--- config.mk ---
export PLATFORM = sky130hd
export DESIGN_NAME = pipeline_hazard_ctrl_ysyx_23060136
export DESIGN_NICKNAME = d
export VERILOG_FILES = /design/src/rtl/pipeline_hazard_ctrl_ysyx_23060136.sv
export SDC_FILE = /design/constraint.sdc
export NUM_CORES = 1
export LEC_CHECK = 0
export CAP_MARGIN = 5
export CORE_MARGIN = 10
export CORE_UTILIZATION = 46
export DETAILED_ROUTE_END_ITERATION = 8
export GPL_TIMING_DRIVEN = 0
export HOLD_SLACK_MARGIN = 0.03
export PLACE_DENSITY = 0.91
export SYNTH_ARGS = -nofsm -noshare
export SYNTH_HDL_FRONTEND = slang
export SYNTH_SLANG_ARGS = --single-unit
--- constraint.sdc ---
create_clock -name clk -period 2.7 [get_ports clk]
set_input_delay 0.27 -clock clk [delete_from_list [all_inputs] [get_ports clk]]
set_output_delay 0.27 -clock clk [all_outputs]
set_load 0.05 [all_outputs]
--- src/rtl/pipeline_hazard_ctrl_ysyx_23060136.sv ---
// Stall/flush controller for the 5-stage pipeline: resolves LSU wait, EX redirect,
// load-use and fetch-not-ready hazards, latches halt and counts stall cycles.
//
// state  | meaning
// M_IDLE | no LSU access outstanding
// M_WAIT | MEM access issued, waiting for LSU_o_done
module pipeline_hazard_ctrl_ysyx_23060136 #(
  parameter int CNT_WIDTH = 32
) (
  input  logic                 clk,
  input  logic                 rst,
  input  logic                 IFU_o_valid,
  input  logic [4:0]           IDU_o_rs1,
  input  logic [4:0]           IDU_o_rs2,
  input  logic                 IDU_o_use_rs1,
  input  logic                 IDU_o_use_rs2,
  input  logic                 EXU_o_mem_to_reg,
  input  logic [4:0]           EXU_o_rd,
  input  logic                 EXU_o_redirect,
  input  logic                 MEM_o_mem_req,
  input  logic                 LSU_o_done,
  input  logic                 WB_i_system_halt,
  output logic                 FORWARD_stallIF,
  output logic                 FORWARD_stallID,
  output logic                 FORWARD_stallEX,
  output logic                 FORWARD_stallME,
  output logic                 FORWARD_stallWB,
  output logic                 FORWARD_flushIF,
  output logic                 FORWARD_flushID,
  output logic                 FORWARD_flushEX,
  output logic                 FORWARD_flushME,
  output logic                 ctrl_halted,
  output logic [CNT_WIDTH-1:0] ctrl_stall_cnt
);

  localparam logic [0:0] M_IDLE = 1'b0;
  localparam logic [0:0] M_WAIT = 1'b1;

  logic [0:0]           mem_state_q, mem_state_d;
  logic                 kill_q, kill_d;
  logic                 halted_q, halted_d;
  logic [CNT_WIDTH-1:0] cnt_q, cnt_d;

  logic mem_stall;
  logic load_use;
  logic fetch_stall;
  logic redirect_take;

  always_comb begin
    mem_stall = 1'b0;
    if (mem_state_q == M_WAIT) mem_stall = ~LSU_o_done;
    else                       mem_stall = MEM_o_mem_req & ~LSU_o_done;
  end

  assign load_use = EXU_o_mem_to_reg && (EXU_o_rd != 5'd0) &&
                    ((IDU_o_use_rs1 && (IDU_o_rs1 == EXU_o_rd)) ||
                     (IDU_o_use_rs2 && (IDU_o_rs2 == EXU_o_rd)));

  assign fetch_stall = ~IFU_o_valid | kill_q;

  // A redirect only takes effect when neither halt nor the LSU wait holds EX.
  assign redirect_take = ~halted_q & ~mem_stall & EXU_o_redirect;

  always_comb begin
    FORWARD_stallIF = 1'b0;
    FORWARD_stallID = 1'b0;
    FORWARD_stallEX = 1'b0;
    FORWARD_stallME = 1'b0;
    FORWARD_stallWB = 1'b0;
    FORWARD_flushIF = 1'b0;
    FORWARD_flushID = 1'b0;
    FORWARD_flushEX = 1'b0;
    FORWARD_flushME = 1'b0;
    if (!rst) begin
      if (halted_q) begin
        FORWARD_stallIF = 1'b1;
        FORWARD_stallID = 1'b1;
        FORWARD_stallEX = 1'b1;
        FORWARD_stallME = 1'b1;
        FORWARD_stallWB = 1'b1;
      end else if (mem_stall) begin
        FORWARD_stallIF = 1'b1;
        FORWARD_stallID = 1'b1;
        FORWARD_stallEX = 1'b1;
        FORWARD_stallME = 1'b1;
        FORWARD_flushME = 1'b1;
      end else if (EXU_o_redirect) begin
        FORWARD_flushIF = 1'b1;
        FORWARD_flushID = 1'b1;
      end else if (load_use) begin
        FORWARD_stallIF = 1'b1;
        FORWARD_stallID = 1'b1;
        FORWARD_flushID = 1'b1;
      end else if (fetch_stall) begin
        FORWARD_stallIF = 1'b1;
        FORWARD_flushIF = 1'b1;
      end
    end
  end

  always_comb begin
    mem_state_d = mem_state_q;
    if (mem_state_q == M_IDLE) begin
      if (mem_stall) mem_state_d = M_WAIT;
    end else if (LSU_o_done) begin
      mem_state_d = M_IDLE;
    end

    // Redirect with no valid fetch leaves a stale instruction in flight.
    kill_d = kill_q;
    if (redirect_take) begin
      if (!IFU_o_valid) kill_d = 1'b1;
    end else if (IFU_o_valid) begin
      kill_d = 1'b0;
    end

    halted_d = halted_q | WB_i_system_halt;

    cnt_d = cnt_q;
    if (FORWARD_stallIF && !halted_q && (cnt_q != {CNT_WIDTH{1'b1}}))
      cnt_d = cnt_q + {{(CNT_WIDTH-1){1'b0}}, 1'b1};
  end

  always_ff @(posedge clk) begin
    if (rst) begin
      mem_state_q <= M_IDLE;
      kill_q      <= 1'b0;
      halted_q    <= 1'b0;
      cnt_q       <= '0;
    end else begin
      mem_state_q <= mem_state_d;
      kill_q      <= kill_d;
      halted_q    <= halted_d;
      cnt_q       <= cnt_d;
    end
  end

  assign ctrl_halted    = halted_q;
  assign ctrl_stall_cnt = cnt_q;

endmodule

==> summary.md, run 1 <==
| Metric | Value |
|---|---|
| Outcome | `finished clean` |
| Maximum Capacitance Violations | `0` |
| Violation count after the first detailed-route iteration | `a little over 200` |
| Start-to-end type of the worst setup path | `in2out` |
| Setup repair after global routing missed its margin | `false` |
| Worst setup skew after layout | `0.01078 ns` |
| Data required, critical path | `2.43 ns` |
| Transition time at the pin with the least slew margin | `0.6498 ns` |
| Source-to-sink clock delay at the later pin of the worst-skew pair | `0.30 ns` |
| Post-synthesis cell type count | `44` |
| Cells after Synth | `256` |
| FF+latch count, synth | `35` |
| Fraction of layout instances using a drive strength above 1 | `0.08815` |
| Highest clock rate | `395.3 MHz` |
| Critical path's slowest cell | `clkdlybuf4s50_1` |
| DP Area | `0.002828 mm^2` |
| Leak Pwr | `0.0009799 uW` |
| Final Instance Count excl. Fillers | `about 380` |
| Effective utilization at floorplan | `0.4806` |
| Number of antenna-violating nets in the routed design | `0` |
| Die height | `87.68 um` |
| Buffer cell driving the clock tree root | `clkbuf_8` |
| Cell total after placement | `373` |
| Kind of cell with the highest combined delay on the critical path | `buffers and inverters` |
| Startpoint types | `input pin` |
| Area added between synthesis and finish | `38.84%` |
| Initial antenna violation count | `0` |
| Final WL | `around 6.6 mm` |
| Buffer count from post-CTS setup fixing | `0` |
| Total of hold buffers inserted after clock tree synthesis | `0` |
| Final setup viols | `0` |
| Most used cell along the critical path | `clkdlybuf4s50_1` |
| Per-cell via count in the routed design | `6.228` |
| CP arrival | `2.26 ns` |
| TritonCTS clock tree | `built` |
| CP endpoint kind | `output pin` |
| Count of flip-flops with a built-in enable after synthesis | `0` |
| Detailed-placement wirelength estimate | `4.977 mm` |
| Post-synth top flop | `dfxtp_1` |
| Largest net degree at the start of global routing | `12` |
| Fraction of registers with async set or reset after synthesis | `0` |
| Syn avg cell area | `8.231 um^2` |
| Horiz. Die Dim | `87.68 um` |
| First-pass GRT wire length | `10.61 mm` |
| Total number of nets in the final design | `354` |
| Layout Cell Area excl Fill | `0.002925 mm^2` |
| Cell Chain, Critical Path | `clkdlybuf4s50_1, clkbuf_1, nor2_1, buf_4, clkdlybuf4s50_1` |
| Area of the core | `0.004384 mm^2` |
| I/O Pins | `67` |
| Synthesized Nets | `282` |
| Wire length per cell after detailed routing | `17.41 um` |
| Count of unresolved DRC violations after routing | `0` |
| Vias after detailed routing | `2,373` |
| Leading cell type in the layout, fill and taps excluded | `clkdlybuf4s50_1` |
| Final weighted congestion in routability-driven placement | `0.8204` |
| Post-synthesis sequential area ratio | `0.3325` |
| Cts repair resizes | `5` |
| Hold violation count in the final report | `0` |
| I/O Buffers | `65` |
| CTS H-Tree Depth | `2` |
| Delay of the slowest cell on the worst path | `between 0.6 and 0.7 ns` |
| Count of clock tree sinks | `35` |
| Global-route usage over all layers | `0.1686` |
| Worst-path fanout max | `10` |
| Synthesis warning total | `0` |
| Fin worst setup slack | `0.1706 ns` |
| Part of the cycle the worst path needs | `0.9368` |
| Cts bufs inserted | `5` |
| Number of placement rows | `24` |
| Leftover overflow at the end of global routing | `0` |
| Via count of the first global-routing pass | `2,259` |
| Number of iterations in the first detailed-routing pass | `4` |
| Netlist area before placement | `0.002107 mm^2` |
| Rel. slew slack | `0.5652` |
| Hold WC Path Type | `reg2reg` |
| Post-layout min period | `2.529 ns` |
| Die area | `0.007688 mm^2` |
| Max-slew violations | `0` |
| Count of inserted antenna diode cells | `0` |
| Setup WS pre-CTS | `-0.3315 ns` |
| Worst vdd rail ir drop | `approximately 0.26 mV` |
| Power per standard cell area | `416.7 mW/mm^2` |
| Most frequent cells in the layout | `clkdlybuf4s50_1, dfxtp_1, a21oi_1` |
| Buf/Inv on CP | `4` |
| Number of buffers between clock root and the deepest sink | `2` |
| Clk pin slew, worst setup/hold paths | `0.08 ns` |
[area by class of cell]
type,count,area (um^2)
Buffer,17,90.09
Clock buffer,6,82.58
Clock inverter,2,35.03
Fill cell,362,1459
Inverter,4,15.01
Multi-Input combinational cell,200,1306
Sequential cell,35,700.7
Tap cell,52,65.06
Timing Repair Buffer,65,630.6
[where the power goes]
group,internal [uW],switching [uW]
clock network,299,207
logic,76.4,112
registers,520,5.23
total,895,324
[metrics by stage]
step / hold WS [ns] / util / power (uW) / setup TNS, ns
floorplan: 0.3858 / - / 644.5 / 0
global placement: 0.4772 / 0.6450 / 724.4 / -0.8652
detailed placement: 0.4864 / 0.6450 / 727.8 / -1.089
CTS: 0.5060 / 0.6709 / 1221 / -0.02604
global route: 0.5331 / 0.6672 / 1252 / 0
finish: 0.5064 / 0.6672 / 1219 / 0
[Yosys cell counts, types with 3 or more instances]
| cell type | count | share of area |
|---|---|---|
| buf_2 | 3 | 0.0071 |
| clkbuf_1 | 8 | 0.014 |
| and4_1 | 5 | 0.021 |
| and2_1 | 3 | 0.0089 |
| o31ai_1 | 21 | 0.075 |
| o21ai_0 | 5 | 0.012 |
| buf_4 | 6 | 0.021 |
| nand4_1 | 11 | 0.033 |
| nor2_1 | 12 | 0.021 |
| and3_1 | 6 | 0.018 |
| o41ai_1 | 3 | 0.012 |
| xnor2_1 | 10 | 0.042 |
| a21oi_1 | 27 | 0.064 |
| inv_1 | 4 | 0.0071 |
| nor2b_1 | 5 | 0.015 |
| or4_1 | 23 | 0.082 |
| nand2_1 | 19 | 0.034 |
| nor3_1 | 4 | 0.0095 |
| dfxtp_1 | 35 | 0.33 |
| nand3_1 | 14 | 0.033 |
[layer usage]
layer,global-route usage,wire [um],up-vias,part of all wire
met2,0.2917,3323,105,0.50
li1,-,-,1133,-
met1,0.1799,2543,1125,0.38
met4,0.05217,97,0,0.015
met5,0,0,-,0
met3,0.07521,670,10,0.10
[cell families (layout without fill, tap and decap cells)]
group                      Yosys count  in the layout  share of synthesized area
and+or+nand+nor                    116            116                     0.3409
AOI/OAI and AO/OA                   68             68                     0.2072
DFF                                 35             35                     0.3325
buffers and inverters               21             94                    0.04988
xor gates and xnor gates            10             10                    0.04157
muxes                                3              3                    0.01544
adders and majority gates            2              2                    0.01069
other                                1              1                   0.001780
[registers in the layout, summed over array words and instances (netlist names)]
signal and count:
mem_state_q 1, ctrl_halted 1, ctrl_stall_cnt 32, kill_q 1
[path summary, 6_finish.rpt]
kind	start	end	slack, ns	cells after the start
hold / removal	ctrl_stall_cnt[2]	ctrl_stall_cnt[2]	0.51	1
setup reg to reg	ctrl_stall_cnt[0]	ctrl_stall_cnt[0]	0.27	8
hold reg to reg	ctrl_stall_cnt[2]	ctrl_stall_cnt[2]	0.51	1
setup / recovery	rst	FORWARD_stallME	0.17	5
Power figures use the tool's default switching activity.
==> run 2, diff against run 1 <==
--- a/config.mk
+++ b/config.mk
@@ -5,13 +5,14 @@
 export SDC_FILE = /design/constraint.sdc
 export NUM_CORES = 1
 export LEC_CHECK = 0
+export ABC_AREA = 1
 export CAP_MARGIN = 5
 export CORE_MARGIN = 10
-export CORE_UTILIZATION = 46
+export CORE_UTILIZATION = 49
 export DETAILED_ROUTE_END_ITERATION = 8
 export GPL_TIMING_DRIVEN = 0
 export HOLD_SLACK_MARGIN = 0.03
-export PLACE_DENSITY = 0.91
+export PLACE_DENSITY = 0.92
 export SYNTH_ARGS = -nofsm -noshare
 export SYNTH_HDL_FRONTEND = slang
 export SYNTH_SLANG_ARGS = --single-unit
==> run 2 against run 1 <==
First-iteration DRC count decreased by 7.7%. Maximum frequency increased by 4.5%. Highest routed layer unchanged. Sequential share of layout area decreased by 2.9 points. Critical path depth increased by 6. Core utilization increased by 2.3 points. Final cell count increased by 42%.
==> summary.md, run 2 <==
| Metric | Value |
|---|---|
| Rel. slew slack | `0.6371 (was 0.5652)` |
| Delay of the slowest cell on the worst path | `0.53 ns (was 0.69 ns)` |
| Reg2reg start | `ctrl_stall_cnt[0] (unchanged)` |
| Netlist area before placement | `0.002484 mm^2 (was 0.002107 mm^2)` |
| Buffer cell driving the clock tree root | `clkbuf_8 (unchanged)` |
| Total number of nets in the final design | `498 (was 354)` |
| Kind of cell with the highest combined delay on the critical path | `buffers and inverters (unchanged)` |
| Outcome | `finished clean (unchanged)` |
| Horiz. Die Dim | `91.20 um (was 87.68 um)` |
| Number of antenna-violating nets in the routed design | `0 (unchanged)` |
| Number of iterations in the first detailed-routing pass | `7 (was 4)` |
| Final setup viols | `0 (unchanged)` |
| Origin of the worst min-delay path | `rst (was ctrl_stall_cnt[2])` |
| Final weighted congestion in routability-driven placement | `0.9307 (was 0.8204)` |
| Most used cell along the critical path | `nand2_1 (was clkdlybuf4s50_1)` |
| Post-synthesis cell type count | `26 (was 44)` |
| Post-synthesis sequential area ratio | `0.2821 (was 0.3325)` |
| Number of placement rows | `25 (was 24)` |
| Worst setup startpoint | `EXU_o_rd[2] (was rst)` |
| Data required, critical path | `2.43 ns (about the same)` |
| Leak Pwr | `0.001360 uW (was 0.0009799 uW)` |
| CTS H-Tree Depth | `2 (unchanged)` |
| Commonest cells in the netlist | `nand2_1, nor2_1, inv_1, nand4_1, dfxtp_1 (was dfxtp_1, a21oi_1, or4_1, o31ai_1, nand2_1)` |
| Worst vdd rail ir drop | `0.2842 mV (was 0.2560 mV)` |
| Start-to-end type of the worst setup path | `in2out (unchanged)` |
| Number of buffers between clock root and the deepest sink | `2 (unchanged)` |
| Area of the core | `0.004817 mm^2 (was 0.004384 mm^2)` |
| Initial antenna violation count | `0 (unchanged)` |
| Most frequent cells in the layout | `nand2_1, clkdlybuf4s50_1, nor2_1 (was clkdlybuf4s50_1, dfxtp_1, a21oi_1)` |
| Buf/Inv on CP | `4 (unchanged)` |
| Setup slack on the worst flop-to-flop path | `0.58 ns (was 0.27 ns)` |
| Synthesis warning total | `0 (unchanged)` |
| Detailed-placement wirelength estimate | `6.421 mm (was 4.977 mm)` |
| Cell Chain, Critical Path | `clkdlybuf4s50_1, inv_1, nand2_1, nand2_1, nor2_1, nand3_1, nand2_1, nand4_1, nand3_2, buf_2, clkbuf_2 (was clkdlybuf4s50_1, clkbuf_1, nor2_1, buf_4, clkdlybuf4s50_1)` |
| Max-slew violations | `0 (unchanged)` |
| Clk pin slew, worst setup/hold paths | `0.08 ns (about the same)` |
| Leftover overflow at the end of global routing | `0 (unchanged)` |
| Cell total after placement | `532 (was 373)` |
| Yosys top cell by area | `dfxtp_1 (unchanged)` |
| CP endpoint kind | `output pin (unchanged)` |
| DP Area | `0.003208 mm^2 (was 0.002828 mm^2)` |
| Largest net degree at the start of global routing | `13 (was 12)` |
| Final Instance Count excl. Fillers | `540 (was 381)` |
| Global-route usage over all layers | `0.1868 (was 0.1686)` |
| Area added between synthesis and finish | `33.80% (was 38.84%)` |
| Critical path's slowest cell | `clkdlybuf4s50_1 (unchanged)` |
| I/O Pins | `67 (unchanged)` |
| Post-layout min period | `2.420 ns (was 2.529 ns)` |
| Part of the cycle the worst path needs | `0.8963 (was 0.9368)` |
| Source-to-sink clock delay at the later pin of the worst-skew pair | `0.30 ns (about the same)` |
| FF+latch count, synth | `35 (unchanged)` |
| Vias after detailed routing | `2,828 (was 2,373)` |
| Count of unresolved DRC violations after routing | `0 (unchanged)` |
| Synthesized Nets | `427 (was 282)` |
| Worst setup skew after layout | `0.008312 ns (was 0.01078 ns)` |
| Per-cell via count in the routed design | `5.237 (was 6.228)` |
| Fraction of registers with async set or reset after synthesis | `0 (unchanged)` |
| Hold WC Path Type | `in2reg (was reg2reg)` |
| Cell types with the largest area share after synthesis | `dfxtp_1, nand2_1, nand4_1, nor2_1, xor2_1 (was dfxtp_1, or4_1, o31ai_1, a21oi_1, xnor2_1)` |
| TritonCTS clock tree | `built (unchanged)` |
| Effective utilization at floorplan | `0.5156 (was 0.4806)` |
| Wire length per cell after detailed routing | `14.79 um (was 17.41 um)` |
| Buffer count from post-CTS setup fixing | `0 (unchanged)` |
| Via count of the first global-routing pass | `2,745 (was 2,259)` |
| Final WL | `7.987 mm (was 6.634 mm)` |
| Count of clock tree sinks | `35 (unchanged)` |
| Maximum Capacitance Violations | `0 (unchanged)` |
| Cts bufs inserted | `5 (unchanged)` |
| Die height | `91.20 um (was 87.68 um)` |
| Cell count of the worst hold path | `2 (was 1)` |
| Worst-path fanout max | `10 (unchanged)` |
| Worst min-delay path endpoint | `ctrl_stall_cnt[31] (was ctrl_stall_cnt[2])` |
| Setup repair after global routing missed its margin | `false (unchanged)` |
| Cells after Synth | `401 (was 256)` |
| Logic depth of the worst register-to-register path | `10 (was 8)` |
| Power per standard cell area | `378.1 mW/mm^2 (was 416.7 mW/mm^2)` |
| CP arrival | `2.15 ns (was 2.26 ns)` |
| Violation count after the first detailed-route iteration | `191 (was 207)` |
| Fraction of layout instances using a drive strength above 1 | `0.06131 (was 0.08815)` |
| Startpoint types | `input pin (unchanged)` |
| Count of flip-flops with a built-in enable after synthesis | `0 (unchanged)` |
| Number of flip-flops in the largest register | `32 (unchanged)` |
| Die area | `0.008317 mm^2 (was 0.007688 mm^2)` |
| Reg-to-reg endpoint | `ctrl_stall_cnt[30] (was ctrl_stall_cnt[0])` |
| Share of Yosys cell area claimed by the top area cell type | `0.2821 (was 0.3325)` |
| Hold violation count in the final report | `0 (unchanged)` |
| Leading cell type in the layout, fill and taps excluded | `nand2_1 (was clkdlybuf4s50_1)` |
| Count of inserted antenna diode cells | `0 (unchanged)` |
| Transition time at the pin with the least slew margin | `0.5426 ns (was 0.6498 ns)` |
| Highest clock rate | `413.2 MHz (was 395.3 MHz)` |
| I/O Buffers | `64 (was 65)` |
| Post-synth top flop | `dfxtp_1 (unchanged)` |
| First-pass GRT wire length | `13.20 mm (was 10.61 mm)` |
| Most frequently used cell type in the post-synthesis netlist | `nand2_1 (was dfxtp_1)` |
| Syn avg cell area | `6.194 um^2 (was 8.231 um^2)` |
| Layout Cell Area excl Fill | `0.003323 mm^2 (was 0.002925 mm^2)` |
## run 2: cell count changes in the layout (fill, tap and decap cells not counted), sizes merged, moves of 12 or more
cell and change:
nand4 +24, nor3 +12, or4 -23, nand2 +99, inv +41, nor2 +43
xor2 +22, o31ai -20
## run 2: layout make-up
class	instances	area, um^2
multi-input cells	303	1503
well taps	67	83.83
clock inverters	3	43.79
fillers	466	1494
repair buffers	64	643.1
plain buffers	18	111.4
inverters	45	168.9
flip-flops and latches	35	700.7
clock buffers	5	68.82
## run 2: timing repair
| action | 4_1_cts | 5_1_grt |
|---|---|---|
| cloned | 0 | 0 |
| hold buffers | 0 | 0 |
| resized for setup | 1 | 5 |
| endpoints found under the setup margin | 1 | 4 |
## run 2: worst reg2reg max path: stages (launching register included)
cell     delay (ns)
dfxtp_1        0.38
ha_1           0.19
inv_1          0.08
nor2_4         0.20
nand2_2        0.12
nor3_2         0.20
nand4_1        0.20
buf_2          0.24
buf_6          0.17
nand4_1        0.11
a21oi_1        0.09
## run 2: worst max-delay path by stage
stage | end | slack, ns | cells after the start
3_3_place_gp | FORWARD_stallIF | -0.15 | 11
4_1_cts | FORWARD_stallIF | 0.05 | 11
2_1_floorplan | ctrl_stall_cnt[2] | 0.59 | 10
6_report | FORWARD_stallIF | 0.28 | 11
3_5_place_dp | FORWARD_stallIF | -0.23 | 11
5_1_grt | FORWARD_stallIF | 0.09 | 11
## run 2: power by group
group / switching, uW / internal [uW] / total, uW
sequential: 5.25 / 521 / 527
clock: 220 / 275 / 496
combinational: 149 / 85.2 / 234
total: 375 / 882 / 1260
## run 2: cells by family after synthesis
kind of cell / Yosys count / share of synthesized area
other: 1 / 0.001510
and+or+nand+nor: 240 / 0.4297
DFF: 35 / 0.2821
buffers and inverters: 63 / 0.1128
xor gates and xnor gates: 29 / 0.1023
adders and majority gates: 1 / 0.005037
AOI/OAI and AO/OA: 32 / 0.06650
## run 2: per-stage QoR
| stage | setup TNS [ns] | hold WS (ns) | power (uW) | utilization | setup slack (ns) |
|---|---|---|---|---|---|
| 6_report | 0 | 0.2649 | 1257 | 0.6899 | 0.2799 |
| 5_1_grt | 0 | 0.2795 | 1298 | 0.6899 | 0.09193 |
| 3_5_place_dp | -0.2335 | 0.4950 | 775.3 | 0.6660 | -0.2335 |
| 3_3_place_gp | -0.1479 | 0.4722 | 768.4 | 0.6660 | -0.1479 |
| 4_1_cts | 0 | 0.2678 | 1260 | 0.6891 | 0.04729 |
| 2_1_floorplan | 0 | 0.3858 | 683.2 | - | 0.5895 |
## run 2: metal layers
metal,up-vias,GRT usage,wire [um]
li1,1435,-,-
met1,1279,0.2310,3510
met2,108,0.3204,3825
met3,6,0.04362,567
met4,0,0.04047,84
met5,-,0,0
==> run 3, diff against run 2 <==
--- a/config.mk
+++ b/config.mk
@@ -13,6 +13,7 @@
 export GPL_TIMING_DRIVEN = 0
 export HOLD_SLACK_MARGIN = 0.03
 export PLACE_DENSITY = 0.92
+export SLEW_MARGIN = 20
 export SYNTH_ARGS = -nofsm -noshare
 export SYNTH_HDL_FRONTEND = slang
 export SYNTH_SLANG_ARGS = --single-unit
==> results of run 3 <==
No change in the layout: final DEF, timing and power equal those of run 2.
